<file path="config.mk">
export PLATFORM = sky130hd
export DESIGN_NAME = irq_entry_unit_flat
export DESIGN_NICKNAME = d
export VERILOG_FILES = /design/src/rtl/irq_entry_unit_if.sv /design/src/rtl/irq_entry_unit.sv /design/src/flat_wrapper.sv
export SDC_FILE = /design/constraint.sdc
export NUM_CORES = 1
export LEC_CHECK = 0
export BUFFER_PORTS_ARGS = -buffer_cell sky130_fd_sc_hd__buf_2
export CAP_MARGIN = 10
export CELL_PAD_IN_SITES_DETAIL_PLACEMENT = 1
export CELL_PAD_IN_SITES_GLOBAL_PLACEMENT = 1
export CORE_AREA = 2 2 65 67
export DETAILED_ROUTE_END_ITERATION = 10
export DIE_AREA = 0 0 67 69
export HOLD_SLACK_MARGIN = 0.02
export MAX_ROUTING_LAYER = met4
export PLACE_DENSITY_LB_ADDON = 0.1
export REMOVE_ABC_BUFFERS = 1
export SLEW_MARGIN = 20
export SYNTH_ARGS = -nofsm -noshare
export SYNTH_HDL_FRONTEND = slang
export SYNTH_SLANG_ARGS = --single-unit
</file>
<file path="constraint.sdc">
create_clock -name clk -period 1.6 [get_ports clk]
set_input_delay 0 -clock clk [delete_from_list [all_inputs] [get_ports clk]]
set_output_delay 0 -clock clk [all_outputs]
set_load 0.01 [all_outputs]
</file>
<file path="src/rtl/irq_entry_unit_if.sv">
// irq_entry_unit_if: bundle between the priority encoder/core and the
// interrupt entry unit. The master side is the core plus the encoder. The
// slave side is the entry unit itself.
interface irq_entry_unit_if;
  logic       irq;
  logic [2:0] irq_vec;
  logic       ie_set;
  logic       ie_clr;
  logic       instr_boundary;
  logic [7:0] pc;
  logic       reti;
  logic       take_irq;
  logic [7:0] vec_addr;
  logic [2:0] irq_ack;
  logic       ret_valid;
  logic [7:0] ret_pc;
  logic       in_isr;
  logic       ie;
  logic [2:0] active_vec;

  modport master (
    output irq, irq_vec, ie_set, ie_clr, instr_boundary, pc, reti,
    input  take_irq, vec_addr, irq_ack, ret_valid, ret_pc, in_isr, ie, active_vec
  );

  modport slave (
    input  irq, irq_vec, ie_set, ie_clr, instr_boundary, pc, reti,
    output take_irq, vec_addr, irq_ack, ret_valid, ret_pc, in_isr, ie, active_vec
  );
endinterface

</file>
<file path="src/rtl/irq_entry_unit.sv">
// irq_entry_unit: interrupt entry/exit sequencer. It holds the global enable,
// waits for an instruction boundary before redirecting fetch, and keeps a
// context stack of {pc, source, ie} for RETI.
// Optional feature macro IRQ_NEST_EN: enables nesting of strictly
// higher-priority sources (stack depth 3). Without it, the stack depth is 1.
// Priority: the lower bit of irq_vec wins (timer > uart_rx > ext).
module irq_entry_unit #(
  parameter logic [7:0] VEC_BASE   = 8'hF0,
  parameter logic [7:0] VEC_STRIDE = 8'd4
) (
  input logic          clk,
  input logic          rst_n,
  irq_entry_unit_if.slave bus
);

`ifdef IRQ_NEST_EN
  localparam int DEPTH = 3;
  localparam bit NEST  = 1'b1;
`else
  localparam int DEPTH = 1;
  localparam bit NEST  = 1'b0;
`endif

  typedef enum logic [1:0] {IDLE, PEND, ISR} state_t;

  state_t     state, state_nx;
  logic [7:0] stk_pc  [DEPTH];
  logic [2:0] stk_vec [DEPTH];
  logic       stk_ie  [DEPTH];
  logic [1:0] sp;
  logic       ie_q;
  logic [2:0] pend_vec, pend_vec_nx;
  logic       valid_req, prio_ok, takeable, in_isr;
  logic       entry, pop;

  // The stack top always lives in entry 0, so the innermost ISR is stk_*[0].
  // When nesting is enabled, a request must strictly outrank the active source.
  always_comb begin
    in_isr    = (sp != 2'd0);
    valid_req = bus.irq && (bus.irq_vec == 3'b001 || bus.irq_vec == 3'b010 ||
                            bus.irq_vec == 3'b100);
    prio_ok   = in_isr ? (NEST && (bus.irq_vec < stk_vec[0])) : 1'b1;
    takeable  = valid_req && ie_q && prio_ok;
  end

  // Next state. A RETI is always served before any pending request.
  always_comb begin
    state_nx    = state;
    pend_vec_nx = pend_vec;
    entry       = 1'b0;
    pop         = 1'b0;
    case (state)
      IDLE: begin
        if (takeable) begin
          state_nx    = PEND;
          pend_vec_nx = bus.irq_vec;
        end
      end
      PEND: begin
        if (in_isr && bus.reti) begin
          pop      = 1'b1;
          state_nx = (sp == 2'd1) ? IDLE : ISR;
        end else if (!takeable) begin
          state_nx = in_isr ? ISR : IDLE;
        end else begin
          pend_vec_nx = bus.irq_vec;
          if (bus.instr_boundary) begin
            entry    = 1'b1;
            state_nx = ISR;
          end
        end
      end
      ISR: begin
        if (bus.reti) begin
          pop      = 1'b1;
          state_nx = (sp == 2'd1) ? IDLE : ISR;
        end else if (takeable) begin
          state_nx    = PEND;
          pend_vec_nx = bus.irq_vec;
        end
      end
      default: state_nx = IDLE;
    endcase
  end

  // State register and the pending source, which follows irq_vec while it waits.
  always_ff @(posedge clk or negedge rst_n) begin
    if (!rst_n) begin
      state    <= IDLE;
      pend_vec <= 3'b000;
    end else begin
      state    <= state_nx;
      pend_vec <= pend_vec_nx;
    end
  end

  // Global enable: entry clears, RETI restores, then DI beats EI.
  always_ff @(posedge clk or negedge rst_n) begin
    if (!rst_n) begin
      ie_q <= 1'b0;
    end else if (entry) begin
      ie_q <= 1'b0;
    end else if (pop) begin
      ie_q <= stk_ie[0];
    end else if (bus.ie_clr) begin
      ie_q <= 1'b0;
    end else if (bus.ie_set) begin
      ie_q <= 1'b1;
    end
  end

  // Context stack as a shift register: push shifts down, pop shifts up and zero-fills.
  always_ff @(posedge clk or negedge rst_n) begin
    if (!rst_n) begin
      sp <= 2'd0;
      for (int i = 0; i < DEPTH; i++) begin
        stk_pc[i]  <= 8'h00;
        stk_vec[i] <= 3'b000;
        stk_ie[i]  <= 1'b0;
      end
    end else if (entry) begin
      for (int i = DEPTH - 1; i > 0; i--) begin
        stk_pc[i]  <= stk_pc[i-1];
        stk_vec[i] <= stk_vec[i-1];
        stk_ie[i]  <= stk_ie[i-1];
      end
      stk_pc[0]  <= bus.pc;
      stk_vec[0] <= pend_vec;
      stk_ie[0]  <= ie_q;
      sp         <= sp + 2'd1;
    end else if (pop) begin
      for (int i = 0; i < DEPTH - 1; i++) begin
        stk_pc[i]  <= stk_pc[i+1];
        stk_vec[i] <= stk_vec[i+1];
        stk_ie[i]  <= stk_ie[i+1];
      end
      stk_pc[DEPTH-1]  <= 8'h00;
      stk_vec[DEPTH-1] <= 3'b000;
      stk_ie[DEPTH-1]  <= 1'b0;
      sp               <= sp - 2'd1;
    end
  end

  // Output decode. The pulses are zero outside the entry and return cycles.
  always_comb begin
    bus.take_irq   = entry;
    bus.irq_ack    = entry ? pend_vec : 3'b000;
    bus.ret_valid  = pop;
    bus.ret_pc     = pop ? stk_pc[0] : 8'h00;
    bus.in_isr     = in_isr;
    bus.ie         = ie_q;
    bus.active_vec = stk_vec[0];
    bus.vec_addr   = 8'h00;
    if (entry) begin
      case (pend_vec)
        3'b010:  bus.vec_addr = VEC_BASE + VEC_STRIDE;
        3'b100:  bus.vec_addr = VEC_BASE + {VEC_STRIDE[6:0], 1'b0};
        default: bus.vec_addr = VEC_BASE;
      endcase
    end
  end

endmodule

</file>
<file path="src/flat_wrapper.sv">
// flat-port wrapper written by rule: the top's interface ports become plain ports
module irq_entry_unit_flat 
#(
  parameter logic [7:0] VEC_BASE   = 8'hF0,
  parameter logic [7:0] VEC_STRIDE = 8'd4
)
  (clk, rst_n, bus_irq, bus_irq_vec, bus_ie_set, bus_ie_clr, bus_instr_boundary, bus_pc, bus_reti, bus_take_irq, bus_vec_addr, bus_irq_ack, bus_ret_valid, bus_ret_pc, bus_in_isr, bus_ie, bus_active_vec);
  irq_entry_unit_if bus_i ();
  input logic clk;
  input logic rst_n;
  input wire logic [$bits(bus_i.irq)-1:0] bus_irq;
  input wire logic [$bits(bus_i.irq_vec)-1:0] bus_irq_vec;
  input wire logic [$bits(bus_i.ie_set)-1:0] bus_ie_set;
  input wire logic [$bits(bus_i.ie_clr)-1:0] bus_ie_clr;
  input wire logic [$bits(bus_i.instr_boundary)-1:0] bus_instr_boundary;
  input wire logic [$bits(bus_i.pc)-1:0] bus_pc;
  input wire logic [$bits(bus_i.reti)-1:0] bus_reti;
  output wire logic [$bits(bus_i.take_irq)-1:0] bus_take_irq;
  output wire logic [$bits(bus_i.vec_addr)-1:0] bus_vec_addr;
  output wire logic [$bits(bus_i.irq_ack)-1:0] bus_irq_ack;
  output wire logic [$bits(bus_i.ret_valid)-1:0] bus_ret_valid;
  output wire logic [$bits(bus_i.ret_pc)-1:0] bus_ret_pc;
  output wire logic [$bits(bus_i.in_isr)-1:0] bus_in_isr;
  output wire logic [$bits(bus_i.ie)-1:0] bus_ie;
  output wire logic [$bits(bus_i.active_vec)-1:0] bus_active_vec;
  assign bus_i.irq = bus_irq;
  assign bus_i.irq_vec = bus_irq_vec;
  assign bus_i.ie_set = bus_ie_set;
  assign bus_i.ie_clr = bus_ie_clr;
  assign bus_i.instr_boundary = bus_instr_boundary;
  assign bus_i.pc = bus_pc;
  assign bus_i.reti = bus_reti;
  assign bus_take_irq = bus_i.take_irq;
  assign bus_vec_addr = bus_i.vec_addr;
  assign bus_irq_ack = bus_i.irq_ack;
  assign bus_ret_valid = bus_i.ret_valid;
  assign bus_ret_pc = bus_i.ret_pc;
  assign bus_in_isr = bus_i.in_isr;
  assign bus_ie = bus_i.ie;
  assign bus_active_vec = bus_i.active_vec;
  irq_entry_unit #(.VEC_BASE(VEC_BASE), .VEC_STRIDE(VEC_STRIDE)) u_core (.clk(clk), .rst_n(rst_n), .bus(bus_i));
endmodule
</file>
# After elaboration in Yosys (flattened, before gate mapping)
# Index checks and enable logic that the tools add are counted.
# word_totals
register_bits	20
out_inout_bits	26
# classes
add_sub_neg	2
n_eq_ne	11
muxes	36
n_reduce_logical	12
# ops
op	n
$mux W8	4
$mux W2	9
$mux W3	6
$mux W1	13
$pmux W3 S3	1
$pmux W4 S2	1
$eq A3 B2 Y1 const B	2
$eq A3 B3 Y1 const B	2
$pmux W2 S3	1
$eq A2 B1 Y1 const B	2
$logic_and A1 B1 Y1	4
$ne A2 B2 Y1 const B	2
$ne A4 B4 Y1 const B	1
$reduce_bool A2 Y1	2
$reduce_bool A4 Y1	1
$eq A3 B1 Y1 const B	1
$reduce_and A3 Y1	1
$reduce_bool A3 Y1	1
$add A2 B1 Y2 const B	1
$eq A2 B2 Y1 const B	1
$logic_not A2 Y1	1
$logic_or A1 B1 Y1	2
$pmux W1 S2	1
$sub A2 B1 Y2 const B	1

# Longest topological paths before layout
# Gate-level depths: netlist of the first run.
# depth
depth_word	10
ltp_mapped	8
mapped_depth_nobuf	7

# Least setup slack after synthesis of the first run
# No wires, ideal clock.
# synth_path
kind	flip-flop to flip-flop
start	register u_core.state[1]
end	register u_core.sp[1]
arrival_time_ns	1.576
t_required_ns	1.480
setup_slack_ns	-0.096
stages_incl_launch_ff	8
n_path_buf	1
synth_period_minus_slack_ns	1.696
cell_sequence	dfrtp_1 -> inv_1 -> ha_1 -> nor2b_1 -> o211ai_1 -> clkbuf_1 -> o221ai_1 -> o211a_1
# synth_via
elab_chain_cells	3
# synth_lines
element	line	source
start: declaration	irq_entry_unit.sv:26	state_t state, state_nx;
start signal: assignment	irq_entry_unit.sv:92	state <= state_nx;
$eq A2 B2 Y1 or $eq A2 B1 Y1 (tied branches)	irq_entry_unit.sv:52	case (state)
$pmux W1 S2 or $mux W1 (tied branches)	irq_entry_unit.sv:52	
$reduce_bool A2 Y1 (no line) or $mux W2 (tied branches)	--	
end signal: assignment	irq_entry_unit.sv:130	sp <= sp + 2'd1;
end signal: assignment	irq_entry_unit.sv:140	sp <= sp - 2'd1;
end: declaration	irq_entry_unit.sv:30	logic [1:0] sp;
# Several ways; a longest one is shown, not always the timed one.
# A chain may end at the register's enable or synchronous reset.

# Final worst setup path of the first run
# layout_path
start	register u_core.sp[1]
end	output port bus_irq_ack[1]
# layout_via
elab_chain_cells	7
# layout_lines
element	line	source
$reduce_bool A2 Y1 *	irq_entry_unit.sv:39	in_isr = (sp != 2'd0);
$mux W1	irq_entry_unit.sv:42	prio_ok = in_isr ? (NEST && (bus.irq_vec < stk_vec[0])) : 1'b1;
$logic_and A1 B1 Y1	irq_entry_unit.sv:43	takeable = valid_req && ie_q && prio_ok;
$mux W1	irq_entry_unit.sv:63	end else if (!takeable) begin
$mux W1 *	irq_entry_unit.sv:60	if (in_isr && bus.reti) begin
$mux W1 *	irq_entry_unit.sv:52	
$mux W3 *	irq_entry_unit.sv:147	bus.irq_ack = entry ? pend_vec : 3'b000;
end: declaration	flat_wrapper.sv:20	output wire logic [$bits(bus_i.irq_ack)-1:0] bus_irq_ack;
# Mark *: on every way between the ends. The rest lies on a longest branch, timed or not.

==> results of run 1 <==
[cells in the mapped netlist, types with 2 or more instances]
master / number
dfrtp_1: 20
inv_1: 18
and2_1: 11
o211ai_1: 11
o21ai_1: 10
ha_1: 7
buf_4: 6
nand2_1: 5
clkbuf_1: 4
o2bb2ai_1: 4
a21oi_1: 3
mux2_1: 3
inv_2: 2
nor2_1: 2
nor4b_1: 2
[power by group]
group	switching, mW	internal, mW	leakage [nW]
registers	0.00204	0.507	0.250
clock network	0.209	0.336	0.0357
logic	0.0380	0.0419	0.833
[cell families after synthesis]
| family | count (synthesis) |
|---|---|
| other | 1 |
| AND/OR/NAND/NOR | 26 |
| adder cells (fa/ha/maj) | 7 |
| buffers and inverters | 31 |
| XOR/XNOR | 2 |
| multiplexers | 4 |
| AO/OA/AOI/OAI | 35 |
| flip-flops | 20 |
[registers in the layout (all words and copies together) (netlist names)]
name	flops
u_core.stk_ie	1
u_core.pend_vec	3
u_core.state	2
u_core.bus.active_vec	3
u_core.sp	2
u_core.stk_pc	8
u_core.bus.ie	1
[final cells by class]
cell class              count  area (µm²)
flip-flops and latches     20       501.7
repair buffers             93       785.8
inverters                  20       85.08
well taps                  50       62.56
multi-input cells          76       763.2
clock buffers               3       41.29
repair inverters            1       8.758
clock inverters             1       30.03
fillers                   425        1635
[how the worst min path moves through the flow]
stage                              start                       end  cells after the start
after CTS                 bus_irq_vec[2]        u_core.pend_vec[2]                      2
after detailed placement           rst_n          u_core.stk_pc[2]                      1
after global routing      bus_irq_vec[2]        u_core.pend_vec[2]                      2
final                     bus_irq_vec[2]        u_core.pend_vec[2]                      2
after floorplan                    rst_n  u_core.bus.active_vec[0]                      0
after global placement             rst_n  u_core.bus.active_vec[1]                      1
[layer usage]
metal  GRT usage [%]  routed length [µm]  vias up
li1                -                   -      592
met1           20.33                1772      619
met2           34.65                2423       32
met3           1.631                 121        5
met4           6.803                  76        0
met5               -                   0        -
[timing repair]
item | CTS | global route
setup buffers | 15 | 7
hold buffers | 12 | 0
setup endpoints to repair | 37 | 38
hold endpoints to repair | 31 | 0
gates resized for setup | 39 | 51
gates cloned | 2 | 1
pin swaps | 6 | 12
==> run metrics, run 1 <==
DP HPWL=2.462 mm; Yosys cell types=33; post-layout util=58.22%; Mapped Area=1199 µm²; Synth Area in Compound Gates=20.77%; crit-path most repeated cell=buf_6; main flop type after synthesis=dfrtp_1; endpoints failing setup=38; CP Max Fanout=6; pre-CTS WS=-0.2232 ns; CP Launch Type=flop; initial core utilization=30.63%; clock-pin transition on the worst setup and hold timing paths=0.09 ns; worst setup path endpoint=bus_irq_ack[1]; Syn Area/Cell=9.513 µm²; WP depth=9; 1st-iter DRT viols=28; commonest non-fill, non-tap cell in the layout=buf_6; Yosys reg bits=20; final non-filler cell total=264; TNS Setup=-8.746 ns; cells after synthesis=126; Final period util=121.0%; total power=1.133 mW; H-tree depth=1; area delta synth->final=90.08%; clk root buf=clkbuf_8; post-synthesis xor/xnor area fraction=1.461%; DP Cell Count=224; IO Pins=44; GP Congestion=0.7605; Peak VDD IR=428.1 µV; Final Hold Vio Count=0; CP Class=reg -> out; CTS tree=built; FFs w/ async S/R, synth=100.0%; Clock Latency Late Sink=0.28 ns; Seq/Total Area, Yosys=41.75%; slowest stage delay, CP=0.39 ns; core box area=3914 µm²; fin nets=240; Total GRT Usage=18.83%; TritonRoute pass-1 iters=4; Post-route DRC=0; Worst R2R Setup Slack=-0.26 ns; crit path time final=1.937 ns; largest family of logic cells by synthesized area=compound AO/OA/AOI/OAI gates; critical path's slowest cell=dfrtp_1; Hold Slack=0.02538 ns; design area=2278 µm²; FMAX=516.3 MHz; via count=1248; dominant cells by area after synthesis=dfrtp_1, ha_1, o211ai_1; drt wl/cell=16.65 µm; status=finished, violations left; Rows=23; Antenna Nets Post-Route=0; routed vias/inst=4.727; Synth top area share=41.75%; CP startpoint=u_core.sp[1]; R2R depth=10; EDFF count, synth=0; I/O Buffers=41; initial antenna violation count=0; final WL=4.395 mm; worst r2r src=u_core.sp[1]; max cap viols=0; Hold WC Path Type=in -> reg; clk buf depth=2; CTS buffer count=3; placed instance area=1533 µm²; fraction of layout cells with a size suffix above 1=61.21%; Post-Synth Simple-Gate Area=13.05%; worst path required time=1.60 ns; pwr dens=497.3 nW/µm²; Top Family by Delay on Critical Path=simple AND/OR/NAND/NOR gates; Synth area leader=dfrtp_1; Die ar.=4623 µm²; Adder-Cell Fraction of Synth Area=7.307%; Inserted Diodes=0; Overflow after GRT=0; most frequent cells in the layout=buf_6, buf_2, buf_4; setup ws final=-0.3367 ns; Static Leak=1.119 nW; vias in the first global route=1294; Setup crit end kind=output pin; Die X-Extent=67 µm; clk sinks=20; CP cell instances=inv_2 > ha_4 > and3_4 > o211ai_4 > or2_4 > buf_6 > inv_8 > and2_4 > buf_6; mux share of post-synthesis cell area=3.653%; FF-to-FF End=u_core.bus.ie; largest net degree at the start of global routing=21; failing checks=setup timing; first-pass GRT wire length=6.423 mm; Arr. time, crit path=1.94 ns; Yosys Warn Count=0; Die Y=69 µm; max-slew violation count=0; CP Buf/Inv Count=4; Worst Clk Skew=0.006129 ns; RSZ-0062 raised after global routing=true
Note: power is estimated with default switching activity, not from simulation.
==> run 2, diff against run 1 <==
CAP_MARGIN = 5   (was 10)
CORE_AREA = 2 2 68 64   (was 2 2 65 67)
DIE_AREA = 0 0 70 66   (was 0 0 67 69)
==> run 2 against run 1 <==
- the run still ends with setup timing left
- routed wire length up 0.80%
- cell count is 1.1% lower
- count of clock-buffer cells in the layout did not move
- critical path depth fell by 2
- combinational power is essentially flat
- first-iteration DRC count down 46%
- sequential cell count unchanged
- sequential power hardly changed
- global-route usage is 0.59 points lower
- fmax rose by 2.8%
- hold slack worse by 0.0085 ns
- largest power group unchanged
==> run metrics, run 2 (synthesized netlist as in run 1, its figures left out) <==
final non-filler cell total=261 (-1.1%); core box area=3909 µm² (-0.13%); largest net degree at the start of global routing=21 (unchanged); Final Hold Vio Count=0 (unchanged); Fill cells=434 (+2.1%); via count=1257 (+0.72%); clk root buf=clkbuf_8; IO Pins=44 (unchanged); Inserted Diodes=0 (unchanged); Hold Path Depth=2 (unchanged); Overflow after GRT=0 (unchanged); setup ws final=-0.2832 ns (+0.05355 ns); fraction of layout cells with a size suffix above 1=60.09% (-1.1 points); Rows=22 (-4.3%); Total GRT Usage=18.23% (-0.59 points); max cap viols=0 (unchanged); I/O Buffers=41 (unchanged); status=finished, violations left; clk sinks=20 (unchanged); Worst Clk Skew=0.0007698 ns (-0.005359 ns); endpoints failing setup=38 (unchanged); TritonRoute pass-1 iters=2 (-2); CTS tree=built; hold path endpoint=u_core.pend_vec[1]; failing checks=setup timing; Arr. time, crit path=1.88 ns (-0.06 ns); initial antenna violation count=0 (unchanged); hold path startpoint=bus_irq_vec[1]; max-slew violation count=0 (unchanged); routed vias/inst=4.816 (+1.9%); crit path time final=1.883 ns (-0.05355 ns); Die Y=66 µm (-4.3%); FMAX=531.0 MHz (+2.8%); Hold Slack=0.01690 ns (-0.008481 ns); R2R depth=10 (unchanged); Post-route DRC=0 (unchanged); CP Class=reg -> out; design area=2291 µm² (+0.55%); DP Cell Count=222 (-0.89%); Peak VDD IR=383.3 µV (-10%); worst path required time=1.60 ns (about the same); 1st-iter DRT viols=15 (-46%); RSZ-0062 raised after global routing=true; Worst R2R Setup Slack=-0.20 ns (+0.06 ns); CP Max Fanout=4 (-2); H-tree depth=1 (unchanged); fin nets=239 (-0.42%); worst r2r src=u_core.sp[0]; clock-pin transition on the worst setup and hold timing paths=0.08 ns (about the same); Die X-Extent=70 µm (+4.5%); most frequent cells in the layout=buf_6, buf_2, buf_4; Top reg by flops=u_core.stk_pc; first-pass GRT wire length=6.465 mm (+0.65%); max FFs per register=8 (unchanged); Hold WC Path Type=in -> reg; Die ar.=4620 µm² (about the same); Antenna Nets Post-Route=0 (unchanged); vias in the first global route=1289 (-0.39%); placed instance area=1530 µm² (-0.16%); Setup crit end kind=output pin; DP HPWL=2.368 mm (-3.8%); Clock Latency Late Sink=0.26 ns (-0.02 ns); Final period util=117.7% (-3.3 points); clk buf depth=2 (unchanged); FF-to-FF End=u_core.sp[1]; GP Congestion=0.7197 (-5.4%); post-layout util=58.61% (+0.39 points); pre-CTS WS=-0.1809 ns (+0.04230 ns); initial core utilization=30.67% (+0.039 points); CP Launch Type=flop; final WL=4.430 mm (+0.80%); Static Leak=1.146 nW (+2.3%); drt wl/cell=16.97 µm (+2.0%); pwr dens=485.3 nW/µm² (-2.4%); CTS buffer count=3 (unchanged); area delta synth->final=91.13%
run 2: layout make-up:
type	count	area [µm²]	area share, %
inverters	20	82.58	3.605
clock inverters	1	30.03	1.311
well taps	48	60.06	2.622
flip-flops and latches	20	500.5	21.85
repair buffers	93	804.5	35.12
clock buffers	3	41.29	1.802
multi-input cells	76	772.0	33.70
run 2: critical path, stage by stage, from the launching register on:
cell and delay [ns]:
dfrtp_1 0.42, inv_2 0.09, ha_4 0.15, and3_4 0.18, o211ai_4 0.08, or2_4 0.29, nor4b_4 0.23, buf_2 0.17
run 2: where the power goes:
group / total [mW] / switching (mW) / internal, mW
registers: 0.508 / 0.00177 / 0.507
clock network: 0.524 / 0.190 / 0.334
logic: 0.0796 / 0.0394 / 0.0401
run 2: what timing repair did:
item / CTS / global route
endpoints found under the hold margin: 32 / 0
setup endpoints to repair: 38 / 39
setup buffers: 11 / 11
cloned: 2 / 0
gates resized for setup: 44 / 45
hold buffers: 12 / 0
pin swaps: 11 / 4
run 2: through the flow:
step / total power [mW] / setup TNS (ns)
3_3_place_gp: 0.5685 / -1.061
5_1_grt: 1.146 / -8.695
4_1_cts: 1.116 / -4.945
2_1_floorplan: 0.5308 / -5.148
6_report: 1.112 / -6.415
3_5_place_dp: 0.5699 / -1.722
run 2: worst max-delay path by stage:
stage	start	to	slack [ns]
global placement	u_core.state[1]	u_core.sp[1]	-0.16
floorplan	u_core.state[1]	u_core.bus.ie	-0.50
detailed placement	u_core.state[1]	u_core.sp[1]	-0.18
CTS	u_core.sp[0]	bus_vec_addr[3]	-0.22
global route	u_core.sp[0]	bus_vec_addr[2]	-0.35
finish	u_core.sp[0]	bus_vec_addr[2]	-0.28
run 2: routing by layer:
metal,GRT usage [%],vias to the layer above,share of wire [%]
met5,-,-,0
met4,4.327,0,1.3
met3,2.134,4,3.1
met2,32.62,34,54
met1,22.27,628,42
li1,-,591,-
